File: config.mk
export PLATFORM = sky130hd
export DESIGN_NAME = mcl_host_req_packer
export DESIGN_NICKNAME = d
export VERILOG_FILES = /design/src/rtl/cl_mcl_pkg.sv /design/src/rtl/mcl_credit_counter.sv /design/src/rtl/mcl_host_req_packer.sv
export SDC_FILE = /design/constraint.sdc
export NUM_CORES = 1
export LEC_CHECK = 0
export BUFFER_PORTS_ARGS = -buffer_cell sky130_fd_sc_hd__buf_2
export CORE_UTILIZATION = 51
export CTS_BUF_LIST = sky130_fd_sc_hd__clkbuf_16
export DETAILED_ROUTE_END_ITERATION = 8
export PLACE_DENSITY_LB_ADDON = 0.08
export SYNTH_ARGS = -nofsm -noshare
export SYNTH_HDL_FRONTEND = slang
export SYNTH_SLANG_ARGS = --single-unit
File: constraint.sdc
create_clock -name clk_i -period 3.7 [get_ports clk_i]
set_input_delay 0.185 -clock clk_i [delete_from_list [all_inputs] [get_ports clk_i]]
set_output_delay 0.185 -clock clk_i [all_outputs]
set_load 0.05 [all_outputs]
File: src/rtl/cl_mcl_pkg.sv
// Shared manycore-link definitions: widths, packer FSM states, credit default
// and the bsg_mcl_request_s packet layout.
// Packet layout, LSB first: w0 = {src_y, src_x, y, x}, w1 = payload,
// w2 = {addr[15:0], op, op_ex}, w3 = {padding, addr[31:16]}.
// Because addr[15:0] sits at the top of w2 and addr[31:16] at the bottom of w3,
// the address forms one contiguous 32-bit field in the packed struct.
`ifndef CL_MCL_PKG_SV
`define CL_MCL_PKG_SV

`define DECLARE_BSG_MCL_REQUEST_S \
    typedef struct packed { \
        logic [15:0] padding; \
        logic [31:0] addr; \
        logic [7:0]  op; \
        logic [7:0]  op_ex; \
        logic [31:0] payload; \
        logic [7:0]  src_y; \
        logic [7:0]  src_x; \
        logic [7:0]  y; \
        logic [7:0]  x; \
    } bsg_mcl_request_s

package cl_mcl_pkg;

    localparam int axil_data_width_lp    = 32;
    localparam int mc_fifo_width_lp      = 128;
    localparam int mcl_req_words_lp      = mc_fifo_width_lp / axil_data_width_lp;
    localparam int mcl_default_credits_lp = 16;

    typedef enum logic {
        ASSEMBLE = 1'b0,
        HOLD     = 1'b1
    } mcl_packer_state_e;

    `DECLARE_BSG_MCL_REQUEST_S;

endpackage

`endif

File: src/rtl/mcl_credit_counter.sv
// Up/down credit counter that saturates at max_p. A return arriving while the
// counter is already full is dropped and latches err_o until reset.
// A simultaneous take and return cancel out, even at the limits.
module mcl_credit_counter #(
    parameter int max_p = 16
) (
    input  logic                         clk_i,
    input  logic                         reset_n_i,
    input  logic                         dec_i,
    input  logic                         inc_i,
    output logic [$clog2(max_p+1)-1:0]   count_o,
    output logic                         err_o
);

    localparam int cw_lp = $clog2(max_p + 1);
    localparam logic [cw_lp-1:0] max_lp = cw_lp'(max_p);

    logic [cw_lp-1:0] count_q, count_d;
    logic             err_q, err_d;

    // Next count and sticky overflow flag.
    always_comb begin
        count_d = count_q;
        err_d   = err_q;
        if (inc_i && !dec_i) begin
            if (count_q == max_lp) begin
                err_d = 1'b1;
            end else begin
                count_d = count_q + 1'b1;
            end
        end else if (dec_i && !inc_i) begin
            if (count_q != '0) begin
                count_d = count_q - 1'b1;
            end
        end
    end

    // Counter registers; reset restores the full credit pool.
    always_ff @(posedge clk_i or negedge reset_n_i) begin
        if (!reset_n_i) begin
            count_q <= max_lp;
            err_q   <= 1'b0;
        end else begin
            count_q <= count_d;
            err_q   <= err_d;
        end
    end

    assign count_o = count_q;
    assign err_o   = err_q;

endmodule

File: src/rtl/mcl_host_req_packer.sv
// Packs four 32-bit host words into one 128-bit manycore request packet and
// releases it only while host request credits are available.
// Optional: define MCL_REQ_PACKER_STATS_EN to add the sent_count_o packet counter.
//
// state    | meaning
// ---------+------------------------------------------------------------
// ASSEMBLE | accepting host words into the packet register
// HOLD     | packet complete; offered to the endpoint when credits != 0
module mcl_host_req_packer
    import cl_mcl_pkg::*;
#(
    parameter int data_width_p  = axil_data_width_lp,
    parameter int fifo_width_p  = mc_fifo_width_lp,
    parameter int max_credits_p = mcl_default_credits_lp
) (
    input  logic                                 clk_i,
    input  logic                                 reset_n_i,
    input  logic [data_width_p-1:0]              in_data_i,
    input  logic                                 in_v_i,
    output logic                                 in_ready_o,
    output logic [fifo_width_p-1:0]              out_packet_o,
    output logic                                 out_v_o,
    input  logic                                 out_ready_i,
    input  logic                                 credit_return_i,
    output logic [$clog2(max_credits_p+1)-1:0]   credits_o,
`ifdef MCL_REQ_PACKER_STATS_EN
    output logic [31:0]                          sent_count_o,
`endif
    output logic                                 credit_err_o
);

    localparam int widx_w_lp = $clog2(mcl_req_words_lp);
    localparam logic [widx_w_lp-1:0] last_idx_lp = widx_w_lp'(mcl_req_words_lp - 1);

    mcl_packer_state_e       state_q, state_d;
    logic [widx_w_lp-1:0]    word_idx_q, word_idx_d;
    logic [fifo_width_p-1:0] pkt_q, pkt_d;
    logic                    transfer;
    bsg_mcl_request_s        req;

    // Next-state, packet capture and handshake outputs.
    always_comb begin
        state_d    = state_q;
        word_idx_d = word_idx_q;
        pkt_d      = pkt_q;
        in_ready_o = 1'b0;
        out_v_o    = 1'b0;
        transfer   = 1'b0;
        case (state_q)
            ASSEMBLE: begin
                in_ready_o = 1'b1;
                if (in_v_i) begin
                    for (int k = 0; k < mcl_req_words_lp; k++) begin
                        if (word_idx_q == k[widx_w_lp-1:0]) begin
                            pkt_d[k*data_width_p +: data_width_p] = in_data_i;
                        end
                    end
                    word_idx_d = word_idx_q + 1'b1;
                    if (word_idx_q == last_idx_lp) begin
                        state_d = HOLD;
                    end
                end
            end
            HOLD: begin
                out_v_o  = (credits_o != '0);
                transfer = out_v_o && out_ready_i;
                if (transfer) begin
                    state_d = ASSEMBLE;
                end
            end
            default: state_d = ASSEMBLE;
        endcase
    end

    // FSM, word index and packet registers; reset drops any partial packet.
    always_ff @(posedge clk_i or negedge reset_n_i) begin
        if (!reset_n_i) begin
            state_q    <= ASSEMBLE;
            word_idx_q <= '0;
            pkt_q      <= '0;
        end else begin
            state_q    <= state_d;
            word_idx_q <= word_idx_d;
            pkt_q      <= pkt_d;
        end
    end

    assign req          = pkt_q;
    assign out_packet_o = req;

    mcl_credit_counter #(
        .max_p (max_credits_p)
    ) u_credits (
        .clk_i     (clk_i),
        .reset_n_i (reset_n_i),
        .dec_i     (transfer),
        .inc_i     (credit_return_i),
        .count_o   (credits_o),
        .err_o     (credit_err_o)
    );

`ifdef MCL_REQ_PACKER_STATS_EN
    logic [31:0] sent_q, sent_d;

    // Free-running count of transferred packets, wraps naturally.
    always_comb begin
        sent_d = sent_q;
        if (transfer) begin
            sent_d = sent_q + 32'd1;
        end
    end

    // Sent-packet counter register.
    always_ff @(posedge clk_i or negedge reset_n_i) begin
        if (!reset_n_i) begin
            sent_q <= '0;
        end else begin
            sent_q <= sent_d;
        end
    end

    assign sent_count_o = sent_q;
`endif

endmodule
==> out/metrics.yaml, run 1 <==
placed_design:
  gp_congestion: 0.834
  dp_hpwl_microns: 7720
  place.port_buffers: 172
  pre_cts_slack_ps: 823
sta:
  layout_min_cycle_time_ps: 2880
  max-slew-margin-rel_pct: 33.8
  slew_viol_final: 0
  tightest_slew_ps: 993
  whs_ps: 46.4
  setup_slack_ps: 816
  rsz0062_at_grt: "no"
  fmax_mhz: 347
  finalSetupViolCount: 0
  period_share_pct: 77.9
  fin_tns_setup_ps: 0
  hold_viol: 0
  skew_ps: 7.42
floorplanning:
  rows: 37
  die_area_sq_um: 11100
  die_x_microns: 105
  initial_core_util_pct: 52.7
  core_sq_um: 10300
  die_y_microns: 105
  ios: 173
cells_and_area:
  drive_gt1_share_pct: 63.4
  multi_input_area_sq_um: 1920
  nets: 573
  postLayoutCoreUtil_pct: 68.1
  regArea_sq_um: 3430
  area_growth_pct: 29.4
  antenna_cells: 0
  nFillCells: 749
logic_synthesis:
  ys_seq_area_share_pct: 63.1
  synth_ff_type: "dfrtp_1"
  yosys_register_bits: 137
  synth_nets: 392
  ys_types: 33
  syn_avg_cell_area_sq_um: 15.7
  synth_edf_count: 0
  synth_cells: 347
  async_reset_ff_share_pct: 100
  yosys_warnings: 0
  synthesis.area_sq_um: 5440
critical_path:
  cpLargestDelayFamily: "compound AO/OA/AOI/OAI gates"
  critPathBufInv: 0
  worstSetupStartpointType: "register"
  max_stage_delay_ps: 610
  worstPathRequired_ps: 4030
  cpMaxStageDelayCell: "or4_4"
  path_class: "register to register"
  crit_arrival_ps: 3210
  cp_max_fo: 8
  crit_chain: "or4_4 -> o21ai_1 -> nand2_1 -> fa_1 -> a21o_1 -> a21oi_1 -> mux2i_1 -> o22ai_1"
  critPathCaptureType: "register"
clock_network:
  clock_path_buffers: 2
  holdBufCountCts: 1
  h-tree-depth: 4
  clk_latency_ps: 410
  post-cts-setup-buffers: 0
  cts_tree: "yes"
  cts_resized: 0
  cts_buffers: 17
  clk_pin_slew_ps: 60
  clock_sinks: 137
  clock_tree.root_cell: "clkbuf_16"
drt:
  wl_per_cell_microns: 16.9
  drc: 0
  wl_microns: 11500
  ant_nets: 0
  viasPerCell: 5.10
  dr.pass1.iters: 4
  vias: 3454
  drt-initial-drc-count: 100
hold_path:
  hp-class: "input port to register"
global_routing:
  grt_pass1_vias: 3687
  grt.overflow.total: 0
  groute.usage.overall_pct: 22.5
  antenna_found_initial: 0
  grt_max_degree: 79
  grt_pass1_wl_microns: 19100
run:
  maxCapViolCount: 0
status:
  status: "finished, final reports clean"
registers in the layout, summed over array words and instances, names as in the netlist:
signal	count
u_credits.err_o	1
u_credits.count_o	5
state_q	1
out_packet_o	128
word_idx_q	2
cells by family (layout without fill, tap and decap cells):
logic type | count (synthesis) | in the layout | share of synthesized area [%]
compound gates | 19 | 19 | 2.30
mux | 134 | 134 | 28.0
fa+ha+maj | 8 | 8 | 1.98
flops | 137 | 137 | 63.1
simple gates | 25 | 25 | 2.28
buf+inv | 19 | 213 | 1.59
xor+xnor | 5 | 5 | 0.805
metrics by stage:
step / instance area [sq um] / instances
floorplan: 5440 / 347
global placement: 6450 / 644
detailed placement: 6450 / 644
CTS: 7040 / 677
global route: 7040 / 677
finish: 7040 / 677
worst register-to-register path, delay by kind of cell, from the launching register on:
kind                     cells  cell delay (ps)
AO/OA/AOI/OAI                4              840
adder cells (fa/ha/maj)      1              460
flip-flops                   1              470
multiplexers                 1              230
AND/OR/NAND/NOR              2              820
placed cells by master, fill, tap and decap left out, drive strengths merged, types with 4 or more instances in the layout:
cell,Yosys,layout
a21oi,6,6
buf,12,177
clkbuf,4,17
clkinv,0,5
clkinvlp,0,4
dfrtp,136,136
ha,7,7
inv,3,7
mux2,131,131
nand2,12,12
xnor2,4,4
final cells by class:
class / count / share of cell area [%]
sequential: 137 / 48.7
multi-input combinational: 191 / 27.4
timing repair buffer: 178 / 13.1
clock buffer: 17 / 6.05
tap: 136 / 2.42
clock inverter: 15 / 2.15
inverter: 3 / 0.160
layer usage:
metal,global-route usage (%),share of wire [%]
met2,36.9,49
met1,28.3,44
met5,0,0
met3,6.37,6.0
met4,8.45,1.9
final timing paths:
path                                 startpoint              endpoint  slack (ps)  depth (start not counted)
setup / recovery           u_credits.count_o[1]  u_credits.count_o[4]         820                          8
hold / removal                    in_data_i[24]      out_packet_o[56]          50                          2
setup reg to reg           u_credits.count_o[1]  u_credits.count_o[4]         820                          8
hold reg to reg                 u_credits.err_o       u_credits.err_o         480                          1
max in group asynchronous             reset_n_i      out_packet_o[11]        2380                          3
min in group asynchronous             reset_n_i  u_credits.count_o[1]         470                          2
synthesized netlist by cell type (all sizes together), types with 2 or more instances:
library cell	count	area share (%)
o221ai	2	0.32
nor2	3	0.21
and2	2	0.23
inv	3	0.21
o21ai	3	0.28
nand2	12	0.83
mux2	131	27
nor3b	2	0.28
a21o	3	0.41
mux2i	3	0.78
xnor2	4	0.64
buf	12	1.1
dfrtp	136	63
clkbuf	4	0.28
a21oi	6	0.55
ha	7	1.6
Power of run 1 is left out: the tool's default activity adds up to more than one toggle a clock period on the data nets, which glitch-free logic cannot reach.
==> run 2, diff against run 1 <==
--- a/config.mk
+++ b/config.mk
@@ -6,7 +6,7 @@
 export NUM_CORES = 1
 export LEC_CHECK = 0
 export BUFFER_PORTS_ARGS = -buffer_cell sky130_fd_sc_hd__buf_2
-export CORE_UTILIZATION = 51
+export CORE_UTILIZATION = 46
 export CTS_BUF_LIST = sky130_fd_sc_hd__clkbuf_16
 export DETAILED_ROUTE_END_ITERATION = 8
 export PLACE_DENSITY_LB_ADDON = 0.08
==> constraint.sdc (replaced) <==
create_clock -name clk_i -period 2.49 [get_ports clk_i]
set_input_delay 0.1245 -clock clk_i [delete_from_list [all_inputs] [get_ports clk_i]]
set_output_delay 0.1245 -clock clk_i [all_outputs]
set_load 0.05 [all_outputs]
==> out/metrics.yaml, run 2 (synthesized netlist as in run 1, its figures left out) <==
hold_path:
  min_to: "state_q"
  min_from: "out_ready_i"
  hp-class: "input port to register"
  worstHoldPathCells: 4  # +2
clock_network:
  clk_pin_slew_ps: 50  # about the same
  clock_path_buffers: 2  # unchanged
  clock_tree.root_cell: "clkbuf_16"
  cts_tree: "yes"
  h-tree-depth: 4  # unchanged
  cts_buffers: 17  # unchanged
  clock_sinks: 137  # unchanged
  clk_latency_ps: 410  # about the same
sta:
  hold_viol: 0  # unchanged
  layout_min_cycle_time_ps: 2480  # -407 ps
  max-slew-margin-rel_pct: 72.0  # +38 points
  period_share_pct: 99.5  # +22 points
  rsz0062_at_grt: "yes"
  fmax_mhz: 404  # +16%
  finalSetupViolCount: 0  # unchanged
  skew_ps: 4.61  # -2.81 ps
  tightest_slew_ps: 421  # -573 ps
  slew_viol_final: 0  # unchanged
global_routing:
  grt_pass1_wl_microns: 19900  # +4.2%
  grt_max_degree: 63  # -20%
  grt.overflow.total: 0  # unchanged
  grt_pass1_vias: 3871  # +5.0%
  antenna_found_initial: 0  # unchanged
  groute.usage.overall_pct: 21.1  # -1.3 points
drt:
  viasPerCell: 5.08  # -0.35%
  routed-wl-met2_microns: 6040  # +8.7%
  drt-initial-drc-count: 133  # +33%
  vias: 3681  # +6.6%
  ant_nets: 0  # unchanged
  wl_microns: 12200  # +6.3%
  drc: 0  # unchanged
  dr.pass1.iters: 4  # unchanged
  top_layer: "met4"
  wl_met3_microns: 648  # -5.3%
  drt-met1-wl_microns: 5250  # +5.0%
  wl_per_cell_microns: 16.8  # -0.56%
placed_design:
  place.port_buffers: 172  # unchanged
  dp_hpwl_microns: 8160  # +5.7%
  dp_cells: 660  # +2.5%
  gp_congestion: 0.837  # +0.42%
critical_path:
  cp_max_fo: 4  # -4
  reg2reg_from: "u_credits.count_o[2]"
  r2r-end: "u_credits.count_o[4]"
  r2r_slack_ps: 10  # -800 ps
  worstPathRequired_ps: 2820  # -1210 ps
  ff2ff_path_depth: 8  # unchanged
  critPathCaptureType: "register"
  path_class: "register to register"
  worstSetupStartpointType: "register"
  crit_arrival_ps: 2800  # -410 ps
floorplanning:
  initial_core_util_pct: 47.4  # -5.3 points
  core_sq_um: 11500  # +11%
  rows: 39  # +5.4%
  die_area_sq_um: 12300  # +11%
  die_y_microns: 111  # +5.2%
  ios: 173  # unchanged
  die_x_microns: 111  # +5.2%
cells_and_area:
  largest_reg_flops: 128  # unchanged
  area_growth_pct: 37.4
  nets: 617  # +7.7%
  nFillCells: 887  # +18%
  antenna_cells: 0  # unchanged
  fin_cells: 724  # +6.9%
  drive_gt1_share_pct: 62.1  # -1.3 points
  layout_common_cells: "buf_2 (171), dfrtp_1 (133), mux2_2 (129), dlygate4sd3_1 (33), clkbuf_16 (17)"
  layout_commonest_cell: "buf_2"
status:
  status: "finished, final reports clean"
run:
  maxCapViolCount: 0  # unchanged
## run 2: through the flow
stage          setup slack (ps)  utilization [%]  hold slack (ps)  cell area (sq um)  TNS, ps
3_3_place_gp                107             57.4             67.1               6580        0
5_1_grt                   -67.7             65.2             32.9               7470     -131
6_report                   12.8             65.2             27.6               7470        0
2_1_floorplan             -20.5                -             -171               5470    -39.9
4_1_cts                  0.0515             64.7             9.95               7420        0
3_5_place_dp               28.1             57.4             69.3               6580        0
## run 2: worst max path at each step
stage | from | endpoint | slack, ps | cells after the start
final | u_credits.count_o[2] | u_credits.count_o[4] | 10 | 8
after global routing | u_credits.count_o[2] | u_credits.count_o[4] | -70 | 8
after CTS | u_credits.count_o[2] | u_credits.count_o[4] | 0.05 | 8
after detailed placement | u_credits.count_o[2] | u_credits.count_o[4] | 30 | 8
after global placement | u_credits.count_o[2] | u_credits.count_o[4] | 110 | 8
after floorplan | u_credits.count_o[2] | u_credits.count_o[1] | -20 | 7
## run 2: repair_timing
item                                    CTS  global route
resized for setup                         2             5
buffers inserted                          0             3
hold buffers                             33             0
endpoints found under the hold margin   169             0
pin swaps                                 0             4
endpoints found under the setup margin    1             3
## run 2: critical path: stages (launching register included)
cell     delay [ps]
dfrtp_2         400
or4_4           590
o21ai_4         210
nand2_4          90
fa_2            420
a21o_1          210
a21oi_4         160
mux2i_1         220
o22ai_1         110
## run 2: final cells by class
cell class,instances,area (sq um),area share (%)
Inverter,3,11.3,0.151
Clock inverter,11,71.3,0.954
Tap cell,143,179,2.39
Timing Repair Buffer,222,1350,18.1
Multi-Input combinational cell,191,2000,26.8
Sequential cell,137,3430,45.9
Clock buffer,17,425,5.69
## run 2: per-layer routing
layer / GRT usage [%] / vias up
met5: 0 / -
met1: 26.4 / 1865
met3: 5.74 / 20
met4: 9.33 / 0
met2: 34.5 / 114
li1: - / 1682
Power of run 2 is left out for the same reason.
==> run 3, diff against run 2 <==
--- a/config.mk
+++ b/config.mk
@@ -6,10 +6,13 @@
 export NUM_CORES = 1
 export LEC_CHECK = 0
 export BUFFER_PORTS_ARGS = -buffer_cell sky130_fd_sc_hd__buf_2
+export CAP_MARGIN = 20
 export CORE_UTILIZATION = 46
 export CTS_BUF_LIST = sky130_fd_sc_hd__clkbuf_16
 export DETAILED_ROUTE_END_ITERATION = 8
+export HOLD_SLACK_MARGIN = 0.06
 export PLACE_DENSITY_LB_ADDON = 0.08
+export RECOVER_POWER = 100
 export SYNTH_ARGS = -nofsm -noshare
 export SYNTH_HDL_FRONTEND = slang
 export SYNTH_SLANG_ARGS = --single-unit
==> out/metrics.yaml, run 3 (synthesized netlist as in run 1, its figures left out) <==
floorplanning:
  die_x_microns: 111  # unchanged
  rows: 39  # unchanged
  die_y_microns: 111  # unchanged
  ios: 173  # unchanged
  initial_core_util_pct: 47.4  # unchanged
  core_sq_um: 11500  # unchanged
  die_area_sq_um: 12300  # unchanged
critical_path:
  cp_max_fo: 4  # unchanged
  crit_arrival_ps: 2800  # about the same
  worstSetupStartpointType: "register"
  worstPathRequired_ps: 2820  # about the same
  path_class: "register to register"
  critPathCaptureType: "register"
drt:
  drt-initial-drc-count: 146  # +9.8%
  wl_per_cell_microns: 16.9  # +0.38%
  wl_microns: 12200  # +0.52%
  vias: 3713  # +0.87%
  drc: 0  # unchanged
  ant_nets: 0  # unchanged
  dr.pass1.iters: 4  # unchanged
  viasPerCell: 5.12  # +0.73%
sta:
  finalSetupViolCount: 0  # unchanged
  tightest_slew_ps: 1100  # +678 ps
  hold_viol: 0  # unchanged
  fin_tns_setup_ps: 0  # unchanged
  period_share_pct: 99.4  # about the same
  rsz0062_at_grt: "yes"
  skew_ps: 4.66  # +0.0495 ps
  fmax_mhz: 404  # about the same
  layout_min_cycle_time_ps: 2480  # -1.61 ps
  slew_viol_final: 0  # unchanged
  max-slew-margin-rel_pct: 26.7  # -45 points
global_routing:
  groute.usage.overall_pct: 21.1  # unchanged
  grt.overflow.total: 0  # unchanged
  grt_max_degree: 63  # unchanged
  grt_pass1_vias: 3876  # +0.13%
  grt_pass1_wl_microns: 19900  # unchanged
  antenna_found_initial: 0  # unchanged
clock_network:
  clock_sinks: 137  # unchanged
  cts_buffers: 17  # unchanged
  clk_latency_ps: 410  # about the same
  cts_tree: "yes"
  h-tree-depth: 4  # unchanged
  clock_path_buffers: 2  # unchanged
  clock_tree.root_cell: "clkbuf_16"
  clk_pin_slew_ps: 50  # about the same
cells_and_area:
  largest_reg_flops: 128  # unchanged
  drive_gt1_share_pct: 38.8  # -23 points
  regArea_sq_um: 3430  # unchanged
  layout_commonest_cell: "clkbuf_1"
  antenna_cells: 0  # unchanged
  layout_common_cells: "clkbuf_1 (135), dfrtp_1 (133), mux2_2 (129), buf_2 (37), dlygate4sd3_1 (34)"
  multi_input_area_sq_um: 2000  # unchanged
  nets: 618  # +0.16%
  area_growth_pct: 34.1
  nFillCells: 958  # +8.0%
run:
  maxCapViolCount: 0  # unchanged
placed_design:
  dp_hpwl_microns: 8160  # unchanged
  gp_congestion: 0.837  # unchanged
  place.port_buffers: 172  # unchanged
hold_path:
  hp-class: "input port to register"
status:
  status: "finished, final reports clean"
==> run 3: area by class of cell <==
class	instances	area share, %
flip-flops and latches	137	47.1
multi-input cells	191	27.5
repair buffers	223	16.0
clock buffers	17	5.84
well taps	143	2.45
clock inverters	11	0.978
inverters	3	0.154
==> run 3: worst paths after layout <==
kind / from / end / slack, ps / cells past startpoint
setup reg to reg: u_credits.count_o[2] / u_credits.count_o[4] / 10 / 8
max in group asynchronous: reset_n_i / out_packet_o[49] / 550 / 3
min in group asynchronous: reset_n_i / u_credits.count_o[0] / 450 / 2
setup / recovery: u_credits.count_o[2] / u_credits.count_o[4] / 10 / 8
hold / removal: credit_return_i / u_credits.count_o[1] / 220 / 2
hold reg to reg: u_credits.err_o / u_credits.err_o / 480 / 1
==> run 3: worst max-delay path, stage by stage (launching register included) <==
cell and delay (ps):
dfrtp_2 400, or4_4 590, o21ai_4 210, nand2_4 100, fa_2 410, a21o_1 210, a21oi_4 160, mux2i_1 220
o22ai_1 110
==> run 3: stage by stage <==
step	hold WS [ps]	cells	worst slack, ps	cell area, sq um	utilization (%)
after floorplan	-171	347	-20.5	5470	-
after global placement	67.1	660	107	6580	57.4
after detailed placement	69.3	660	28.1	6580	57.4
after CTS	193	722	0.0513	7430	64.8
after global routing	223	725	-64.3	7290	63.6
final	224	725	14.5	7290	63.6
==> run 3: what timing repair did <==
action	in CTS	in global routing
pin swaps	0	4
buffers inserted	0	3
hold buffers	34	0
endpoints found under the hold margin	229	0
gates cloned	0	0
gates resized for setup	2	5
setup endpoints to repair	1	3
==> run 3: routing by layer <==
metal | share of wire (%) | track usage, % | up-vias
met1 | 43 | 26.4 | 1880
met4 | 2.3 | 9.33 | 0
met5 | 0 | 0 | -
li1 | - | - | 1689
met3 | 5.4 | 5.74 | 24
met2 | 49 | 34.5 | 120
Power of run 3 is left out for the same reason.
